[src/rtl/draw_bounding_box_pkg.sv]
// Shared image package: image geometry, bus widths, the box-drawer FSM
// encoding and a coordinate validity helper.
package draw_bounding_box_pkg;

  localparam int unsigned ImgXsz    = 6;   // x coordinate width
  localparam int unsigned ImgYsz    = 6;   // y coordinate width
  localparam int unsigned ImgAddrsz = 12;  // image RAM address width
  localparam int unsigned ImgColsz  = 3;   // pixel colour width
  localparam int unsigned ImgXRes   = 60;  // image width in pixels
  localparam int unsigned ImgYRes   = 60;  // image height in pixels

  typedef enum logic [2:0] {
    StIdle,
    StDrawTop,
    StDrawBottom,
    StDrawLeft,
    StDrawRight,
    StFinish
  } state_e;

  // A box is rejected when its edges are swapped or it leaves the image.
  function automatic logic box_invalid(input int unsigned top,
                                       input int unsigned bottom,
                                       input int unsigned left,
                                       input int unsigned right,
                                       input int unsigned x_res,
                                       input int unsigned y_res);
    return (top > bottom) || (left > right) || (right >= x_res) || (bottom >= y_res);
  endfunction

endpackage

[src/rtl/draw_bounding_box_if.sv]
// Request/write bus of the bounding-box drawer.
//   master: start, mostTop/mostBottom/mostLeft/mostRight, colour (requester side)
//   slave : wr_addr, wr_data, wr_en, busy, done, err (drawer side)
interface draw_bounding_box_if import draw_bounding_box_pkg::*; #(
  parameter int unsigned XSZ    = ImgXsz,
  parameter int unsigned YSZ    = ImgYsz,
  parameter int unsigned ADDRSZ = ImgAddrsz,
  parameter int unsigned COLSZ  = ImgColsz
);

  logic              start;
  logic [YSZ-1:0]    mostTop;
  logic [YSZ-1:0]    mostBottom;
  logic [XSZ-1:0]    mostLeft;
  logic [XSZ-1:0]    mostRight;
  logic [COLSZ-1:0]  colour;
  logic [ADDRSZ-1:0] wr_addr;
  logic [COLSZ-1:0]  wr_data;
  logic              wr_en;
  logic              busy;
  logic              done;
  logic              err;

  modport master (
    output start, mostTop, mostBottom, mostLeft, mostRight, colour,
    input  wr_addr, wr_data, wr_en, busy, done, err
  );

  modport slave (
    input  start, mostTop, mostBottom, mostLeft, mostRight, colour,
    output wr_addr, wr_data, wr_en, busy, done, err
  );

endinterface

[src/rtl/draw_bounding_box_address_translator.sv]
// Address translator: maps pixel (x, y) to the linear image RAM address
// y * X_RES + x, computed unsigned at ADDRSZ bits.
//   x_i    : pixel column
//   y_i    : pixel row
//   addr_o : linear RAM address
module draw_bounding_box_address_translator #(
  parameter int unsigned XSZ    = 6,
  parameter int unsigned YSZ    = 6,
  parameter int unsigned ADDRSZ = 12,
  parameter int unsigned X_RES  = 60
) (
  input  logic [XSZ-1:0]    x_i,
  input  logic [YSZ-1:0]    y_i,
  output logic [ADDRSZ-1:0] addr_o
);

  localparam logic [ADDRSZ-1:0] XResA = ADDRSZ'(X_RES);

  always_comb begin
    addr_o = ADDRSZ'(y_i) * XResA + ADDRSZ'(x_i);
  end

endmodule

[src/rtl/draw_bounding_box.sv]
// Bounding-box drawer: on start, writes the outline of an inclusive box into
// the image RAM one pixel per cycle (top row, bottom row, left column, right
// column), each pixel exactly once, then pulses done (with err on a bad box).
//   clk    : clock, rising edge
//   resetn : synchronous active-low reset
//   bus    : request inputs and RAM write / status outputs (slave modport)
module draw_bounding_box import draw_bounding_box_pkg::*; #(
  parameter int unsigned XSZ    = ImgXsz,
  parameter int unsigned YSZ    = ImgYsz,
  parameter int unsigned ADDRSZ = ImgAddrsz,
  parameter int unsigned COLSZ  = ImgColsz,
  parameter int unsigned X_RES  = ImgXRes,
  parameter int unsigned Y_RES  = ImgYRes
) (
  input logic                clk,
  input logic                resetn,
  draw_bounding_box_if.slave bus
);

  state_e           state_q;
  logic [YSZ-1:0]   top_q, bot_q, y_q;
  logic [XSZ-1:0]   left_q, right_q, x_q;
  logic [COLSZ-1:0] wr_data_q;
  logic             wr_en_q, busy_q, done_q, err_q;

  logic start_invalid;
  logic x_last;       // current row write is the last one of the row
  logic y_last;       // current column write is the last interior row
  logic tall;         // box has interior rows (height > 2)

  always_comb begin
    start_invalid = box_invalid(32'(bus.mostTop), 32'(bus.mostBottom),
                                32'(bus.mostLeft), 32'(bus.mostRight), X_RES, Y_RES);
    x_last        = (x_q == right_q);
    y_last        = (y_q == bot_q - YSZ'(1));
    tall          = ((bot_q - top_q) >= YSZ'(2));
  end

  always_ff @(posedge clk) begin
    if (!resetn) begin
      state_q   <= StIdle;
      top_q     <= '0;
      bot_q     <= '0;
      left_q    <= '0;
      right_q   <= '0;
      x_q       <= '0;
      y_q       <= '0;
      wr_data_q <= '0;
      wr_en_q   <= 1'b0;
      busy_q    <= 1'b0;
      done_q    <= 1'b0;
      err_q     <= 1'b0;
    end else begin
      unique case (state_q)
        StIdle: begin
          wr_en_q <= 1'b0;
          done_q  <= 1'b0;
          err_q   <= 1'b0;
          busy_q  <= 1'b0;
          if (bus.start) begin
            top_q   <= bus.mostTop;
            bot_q   <= bus.mostBottom;
            left_q  <= bus.mostLeft;
            right_q <= bus.mostRight;
            busy_q  <= 1'b1;
            if (start_invalid) begin
              // Pixel position and data are left untouched so they keep
              // holding the last written values.
              state_q <= StFinish;
              done_q  <= 1'b1;
              err_q   <= 1'b1;
            end else begin
              state_q   <= StDrawTop;
              x_q       <= bus.mostLeft;
              y_q       <= bus.mostTop;
              wr_data_q <= bus.colour;
              wr_en_q   <= 1'b1;
            end
          end
        end

        StDrawTop: begin
          if (!x_last) begin
            x_q <= x_q + XSZ'(1);
          end else if (top_q != bot_q) begin
            state_q <= StDrawBottom;
            x_q     <= left_q;
            y_q     <= bot_q;
          end else begin
            state_q <= StFinish;
            wr_en_q <= 1'b0;
            done_q  <= 1'b1;
          end
        end

        StDrawBottom: begin
          if (!x_last) begin
            x_q <= x_q + XSZ'(1);
          end else if (tall) begin
            state_q <= StDrawLeft;
            x_q     <= left_q;
            y_q     <= top_q + YSZ'(1);
          end else begin
            state_q <= StFinish;
            wr_en_q <= 1'b0;
            done_q  <= 1'b1;
          end
        end

        StDrawLeft: begin
          if (!y_last) begin
            y_q <= y_q + YSZ'(1);
          end else if (left_q != right_q) begin
            // A one-pixel-wide box has its right column already drawn.
            state_q <= StDrawRight;
            x_q     <= right_q;
            y_q     <= top_q + YSZ'(1);
          end else begin
            state_q <= StFinish;
            wr_en_q <= 1'b0;
            done_q  <= 1'b1;
          end
        end

        StDrawRight: begin
          if (!y_last) begin
            y_q <= y_q + YSZ'(1);
          end else begin
            state_q <= StFinish;
            wr_en_q <= 1'b0;
            done_q  <= 1'b1;
          end
        end

        StFinish: begin
          state_q <= StIdle;
          wr_en_q <= 1'b0;
          done_q  <= 1'b0;
          err_q   <= 1'b0;
          busy_q  <= 1'b0;
        end

        default: begin
          state_q <= StIdle;
          wr_en_q <= 1'b0;
          done_q  <= 1'b0;
          err_q   <= 1'b0;
          busy_q  <= 1'b0;
        end
      endcase
    end
  end

  draw_bounding_box_address_translator #(
    .XSZ    (XSZ),
    .YSZ    (YSZ),
    .ADDRSZ (ADDRSZ),
    .X_RES  (X_RES)
  ) u_addr (
    .x_i    (x_q),
    .y_i    (y_q),
    .addr_o (bus.wr_addr)
  );

  assign bus.wr_data = wr_data_q;
  assign bus.wr_en   = wr_en_q;
  assign bus.busy    = busy_q;
  assign bus.done    = done_q;
  assign bus.err     = err_q;

endmodule

[src/flat_wrapper.sv]
// flat-port wrapper written by rule: the top's interface ports become plain ports
module draw_bounding_box_flat import draw_bounding_box_pkg::*;
#(
  parameter int unsigned XSZ    = ImgXsz,
  parameter int unsigned YSZ    = ImgYsz,
  parameter int unsigned ADDRSZ = ImgAddrsz,
  parameter int unsigned COLSZ  = ImgColsz,
  parameter int unsigned X_RES  = ImgXRes,
  parameter int unsigned Y_RES  = ImgYRes
)
  (clk, resetn, bus_start, bus_mostTop, bus_mostBottom, bus_mostLeft, bus_mostRight, bus_colour, bus_wr_addr, bus_wr_data, bus_wr_en, bus_busy, bus_done, bus_err);
  draw_bounding_box_if #(.XSZ(XSZ), .YSZ(YSZ), .ADDRSZ(ADDRSZ), .COLSZ(COLSZ)) bus_i ();
  input logic clk;
  input logic resetn;
  input wire logic [$bits(bus_i.start)-1:0] bus_start;
  input wire logic [$bits(bus_i.mostTop)-1:0] bus_mostTop;
  input wire logic [$bits(bus_i.mostBottom)-1:0] bus_mostBottom;
  input wire logic [$bits(bus_i.mostLeft)-1:0] bus_mostLeft;
  input wire logic [$bits(bus_i.mostRight)-1:0] bus_mostRight;
  input wire logic [$bits(bus_i.colour)-1:0] bus_colour;
  output wire logic [$bits(bus_i.wr_addr)-1:0] bus_wr_addr;
  output wire logic [$bits(bus_i.wr_data)-1:0] bus_wr_data;
  output wire logic [$bits(bus_i.wr_en)-1:0] bus_wr_en;
  output wire logic [$bits(bus_i.busy)-1:0] bus_busy;
  output wire logic [$bits(bus_i.done)-1:0] bus_done;
  output wire logic [$bits(bus_i.err)-1:0] bus_err;
  assign bus_i.start = bus_start;
  assign bus_i.mostTop = bus_mostTop;
  assign bus_i.mostBottom = bus_mostBottom;
  assign bus_i.mostLeft = bus_mostLeft;
  assign bus_i.mostRight = bus_mostRight;
  assign bus_i.colour = bus_colour;
  assign bus_wr_addr = bus_i.wr_addr;
  assign bus_wr_data = bus_i.wr_data;
  assign bus_wr_en = bus_i.wr_en;
  assign bus_busy = bus_i.busy;
  assign bus_done = bus_i.done;
  assign bus_err = bus_i.err;
  draw_bounding_box #(.XSZ(XSZ), .YSZ(YSZ), .ADDRSZ(ADDRSZ), .COLSZ(COLSZ), .X_RES(X_RES), .Y_RES(Y_RES)) u_core (.clk(clk), .resetn(resetn), .bus(bus_i));
endmodule
[config.mk]
export PLATFORM = sky130hd
export DESIGN_NAME = draw_bounding_box_flat
export DESIGN_NICKNAME = d
export VERILOG_FILES = /design/src/rtl/draw_bounding_box_pkg.sv /design/src/rtl/draw_bounding_box_if.sv /design/src/rtl/draw_bounding_box_address_translator.sv /design/src/rtl/draw_bounding_box.sv /design/src/flat_wrapper.sv
export SDC_FILE = /design/constraint.sdc
export NUM_CORES = 1
export LEC_CHECK = 0
export ABC_AREA = 1
export BUFFER_PORTS_ARGS = -buffer_cell sky130_fd_sc_hd__buf_2
export CORE_MARGIN = 5
export CORE_UTILIZATION = 30
export DETAILED_ROUTE_END_ITERATION = 10
export PLACE_DENSITY = 0.43
export SYNTH_ARGS = -nofsm -noshare
export SYNTH_HDL_FRONTEND = slang
export SYNTH_HIERARCHICAL = 1
export SYNTH_SLANG_ARGS = --single-unit
[constraint.sdc]
create_clock -name clk -period 5.5 [get_ports clk]
set_input_delay 1.1 -clock clk [delete_from_list [all_inputs] [get_ports clk]]
set_output_delay 1.1 -clock clk [all_outputs]
set_load 0.01 [all_outputs]
== Word level (Yosys, flattened, before mapping) ==
Cells that the tools add are included.

* Add/subtract/negate cells: 6
* $mul: 1
* Bitwise logic cells: 1
* Mux-type cells: 52
* Reductions and logical operators: 13
* Eq/ne operators: 24
* Magnitude comparators: 5

{| class="wikitable"
|+ Operators with widths
! cell !! number
|-
| two-way mux 6 bit || 17
|-
| case mux 6 bit (5 select lines) || 1
|-
| two-way mux 3 bit || 8
|-
| case mux 6 bit (4 select lines) || 1
|-
| two-way mux 1 bit || 20
|-
| adder 6 x 1 -> 6 bit, second input constant || 3
|-
| case mux 3 bit (5 select lines) || 1
|-
| inequality test 2 x 1 -> 1 bit, second input constant || 7
|-
| AND reduction 7 bit || 2
|-
| adder 12 x 6 -> 12 bit || 1
|-
| == test 6 bit || 2
|-
| >= comparator 6 bit, second input constant || 2
|-
| > comparator 6 bit || 2
|-
| inequality test 2 bit, second input constant || 6
|-
| inequality test 6 bit || 2
|-
| multiplier 6 x 4 -> 10 bit, second input constant || 1
|-
| case mux 1 bit (5 select lines) || 2
|-
| inequality test 3 bit, second input constant || 3
|-
| AND reduction 9 bit || 1
|-
| == test 3 x 2 -> 1 bit, second input constant || 2
|-
| >= comparator 6 x 2 -> 1 bit, second input constant || 1
|-
| subtractor 6 x 1 -> 6 bit, second input constant || 1
|-
| subtractor 6 bit || 1
|-
| AND reduction 5 bit || 1
|-
| other kinds (11) || 14
|}

* Flip-flop bits (word level): 46
* Output and inout bits: 19
* Bits of input ports: 30
* Logic and storage cells: 114

== Depth between registers and ports, before layout ==
* Depth in word-level cells: 7
* Depth in mapped cells: 17
* Mapped depth without buffers: 17

== Modules after synthesis ==
The synthesis kept the hierarchy.

{| class="wikitable"
|+ By module, submodules not included
! module !! sequential area each (µm²) !! times used !! cells an instance !! area each (µm²)
|-
| draw_bounding_box || 920.9 || 1 || 549 || 3,480.8
|-
| draw_bounding_box_address_translator || 0.0 || 1 || 144 || 975.9
|}

== Least setup slack after synthesis ==
No wires, ideal clock.

* Kind: reg-to-output
* Start: register u_core.y_q[0]
* End: output bus_wr_addr[8]
* Path slack: 1,357 ps
* Data required time: 4,400 ps
* Cell stages (with the launch flop): 13
* Data arrival time: 3,043 ps
* Path buffers: 0
* Cell sequence: dfxtp_1 -> fa_1 -> fa_1 -> inv_1 -> fa_1 -> inv_1 -> ha_1 -> nand2_1 -> nand2_1 -> a21oi_1 -> nor2_2 -> nand3_2 -> xor2_1

* Cells in the longest elaborated chain, start to end: 2

{| class="wikitable"
|+ RTL lines
! what !! line !! text
|-
| from (decl) || draw_bounding_box.sv:21 || <nowiki>logic [YSZ-1:0] top_q, bot_q, y_q;</nowiki>
|-
| from (signal assigned) || draw_bounding_box.sv:75 || <nowiki>y_q <= bus.mostTop;</nowiki>
|-
| from (signal assigned) || draw_bounding_box.sv:88 || <nowiki>y_q <= bot_q;</nowiki>
|-
| from (signal assigned) || draw_bounding_box.sv:102 || <nowiki>y_q <= top_q + YSZ'(1);</nowiki>
|-
| multiplier 6 x 4 -> 10 bit || draw_bounding_box_address_translator.sv:20 || <nowiki>addr_o = ADDRSZ'(y_i) * XResA + ADDRSZ'(x_i);</nowiki>
|-
| adder 12 x 6 -> 12 bit || draw_bounding_box_address_translator.sv:20 ||
|-
| to (decl) || flat_wrapper.sv:21 || <nowiki>output wire logic [$bits(bus_i.wr_addr)-1:0] bus_wr_addr;</nowiki>
|}

No other way between the ends.

== Final worst setup path ==
* Start: register u_core.y_q[0]
* End: output bus_wr_addr[10]

The elaborated chain is that of the path after synthesis.

==> qor.txt <==
Status: finished clean
Synth area leader: dfxtp_1
Max Cap Viol: 0
Row cnt: 44
Placed cells: 914
EDFF count, synth: 0
Largest net degree at the start of global routing: 44
Worst-path fanout max: 10
CTS tree: built
Top_reg_cell synth: dfxtp_1
CTS Hold Bufs: 0
Vias/cell: 4.73
Vias: 4364
Clock latency on the worst-skew pair: 0.29 ns
Root Buffer: clkbuf_16
Critical path endpoint category: output pin
Worst endpoint data arrival time: 3.61 ns
Die width: 132 um
GRT overflow: 0
Util after Layout: 34.7%
Multi-input gate area: 3020 um^2
Setup bufs post-CTS: 0
Antenna Nets Post-Route: 0
Setup Crit Path Kind: reg -> out
Asr flop ratio synth: 0%
Die Y: 132 um
Max Fclk: 0.212 GHz
Diode count: 0
Hold Path Class: reg -> reg
Final Cycle Share: 85.7%
FF-to-FF End: u_core/y_q[4]
Commonest non-fill, non-tap cell in the layout: nand2_1
Worst R2R Setup Slack: 2.95 ns
Routability cong.: 0.905
RSZ-0062 raised after global routing: no
Post-CTS resize count: 0
Hold Crit Depth: 2
Seq pwr share: 19.5%
TritonCTS Sinks: 46
Routed wire length: 12900 um
Clock slew seen by the registers of the worst setup and hold paths: 0.07 ns
R2R depth: 14
Pint: 1.43 mW
Netlist cell types: 37
DRT iter0 DRCs: 255
Mapped Cells: 693
CP Data Required Time: 4.40 ns
H-tree lvl count: 2
Fillcell total: 1637
Crit path time final: 4.71 ns
Leakage: 2.60 nW
Layout cell share with drive strength beyond 1: 15.0%
Slew HR: 57.8%
Most frequent cells in the layout: nand2_1, inv_1, nand3_1
Hold path start: u_core/bus.done
Total Routing Usage GR: 14.6%
Fin. max-slew vios: 0
Worst setup SP type: register
PD cells: 624 nW/um^2
Post-Route Skew: 0.00558 ns
Cts bufs inserted: 5
Top cells by area, synth: dfxtp_1, nand2_1, ha_1, inv_1, nand3_1
DRC: 0
Drt pass-1 iters: 5
Core area: 14500 um^2
Register area share after synthesis: 20.7%
Post-Syn Area per Cell: 6.43 um^2
Dpl hpwl: 10400 um
Storage element area: 921 um^2
CP Launch Point: u_core/y_q[0]
RR Startpoint: u_core/top_q[0]
Area Overhead vs Synth: 13.1%
Peak VDD IR: 0.311 mV
Sw frac: 54.4%
Worst hold endpoint: u_core/bus.done
Antenna violations before repair: 0
Switching pwr: 1.71 mW
Net count, final: 816
Synthesized cell area: 4460 um^2
Setup_tns: 0 ns
Final setup fails: 0
Clk buf depth: 2
Io pins: 49
Slew @ Worst Pin: 0.633 ns
FF+latch count, synth: 46
WL/cell: 13.9 um
Vias in the first global route: 4192
Initial core utilization: 30.7%
Fin cells: 922
Die area: 17400 um^2
Port Buffers: 48
Logic pwr share: 69.8%
Clk network pwr share: 10.7%
Share of the synthesized area in the top cell type: 20.7%
Final Hold Vio Count: 0
Post-synthesis net count: 772
YS warnings: 6
First-pass GRT wire length: 21100 um
per-stage QoR:
step	total power, mW	area [um^2]	hold slack, ns	worst slack [ns]
2_1_floorplan	2.25	4460	0.457	1.36
3_3_place_gp	2.81	4880	0.441	1.17
3_5_place_dp	2.83	4880	0.448	1.06
4_1_cts	3.18	5040	0.460	0.750
5_1_grt	3.51	5040	0.492	0.527
6_report	3.15	5040	0.454	0.786
cells in the mapped netlist, types with 2 or more instances:
library cell and count:
inv_2 15, a21oi_1 47, ha_1 38, xnor2_1 4, nor2_1 53, or2_2 3
o211ai_1 11, o21bai_1 2, nand3_1 59, nand3_2 5, nand2_4 3, clkbuf_1 8
o21ai_1 6, o21ai_0 31, fa_1 11, nor2_4 5, xor2_1 17, nor3_1 9
nand3b_1 4, o22ai_1 2, nand2_2 10, nand2_1 169, nand4_1 8, dfxtp_1 46
nor2_2 8, buf_4 2, inv_1 107
per-layer routing:
layer  wire length (um)  share of wire [%]  global-route usage [%]  vias up
met5                  0                  0                       0        -
met4                125               0.97                    2.51        0
met3                578                4.5                    2.29        9
met2               5640                 44                    23.7       97
met1               6510                 51                    20.8     1967
li1                   -                  -                       -     2291
logic make-up (layout without fill, tap and decap cells):
family | count (synthesis) | in the layout | synth area share (%)
flops | 46 | 46 | 20.7
xor+xnor | 22 | 22 | 4.49
fa+ha+maj | 49 | 49 | 15.6
simple gates | 339 | 339 | 35.1
compound gates | 102 | 102 | 12.5
buf+inv | 135 | 180 | 11.7
final cells by class:
cell class / instances / area share, %
sequential: 46 / 18.3
inverter: 123 / 9.26
tap: 184 / 4.57
clock inverter: 1 / 0.174
multi-input combinational: 512 / 59.8
timing repair buffer: 49 / 4.91
clock buffer: 7 / 3.03
state kept, by name, summed over array words and instances (netlist names), 3 cells and up:
signal / flops
u_core/state_q: 3
u_core/bus.wr_data: 3
u_core/x_q: 6
u_core/top_q: 6
u_core/bot_q: 6
u_core/right_q: 6
u_core/left_q: 6
u_core/y_q: 6
worst max-delay path by stage:
| stage | slack [ns] | cells past startpoint | end |
|---|---|---|---|
| global placement | 1.17 | 16 | bus_wr_addr[10] |
| global route | 0.53 | 16 | bus_wr_addr[10] |
| detailed placement | 1.06 | 16 | bus_wr_addr[10] |
| CTS | 0.75 | 16 | bus_wr_addr[10] |
| floorplan | 1.36 | 12 | bus_wr_addr[8] |
| finish | 0.79 | 16 | bus_wr_addr[10] |
power groups by stage:
| stage | combinational, mW | clock (mW) | sequential [mW] |
|---|---|---|---|
| floorplan | 1.67 | 0 | 0.577 |
| global placement | 2.20 | 0 | 0.616 |
| detailed placement | 2.21 | 0 | 0.621 |
| CTS | 2.22 | 0.347 | 0.614 |
| global route | 2.51 | 0.360 | 0.638 |
| finish | 2.20 | 0.338 | 0.614 |
worst max-delay path, cell delays in order, from the launching register on:
cell     delay, ns
dfxtp_1       0.57
fa_1          0.50
fa_1          0.52
inv_1         0.06
fa_1          0.49
inv_1         0.04
ha_1          0.33
nand2_1       0.07
inv_1         0.05
a21oi_1       0.09
nor2_2        0.10
nand3_2       0.09
nor2_2        0.12
nand2_1       0.06
nand2_1       0.06
nand2_1       0.04
buf_2         0.13
No activity file was read; power rests on OpenSTA's default activity.
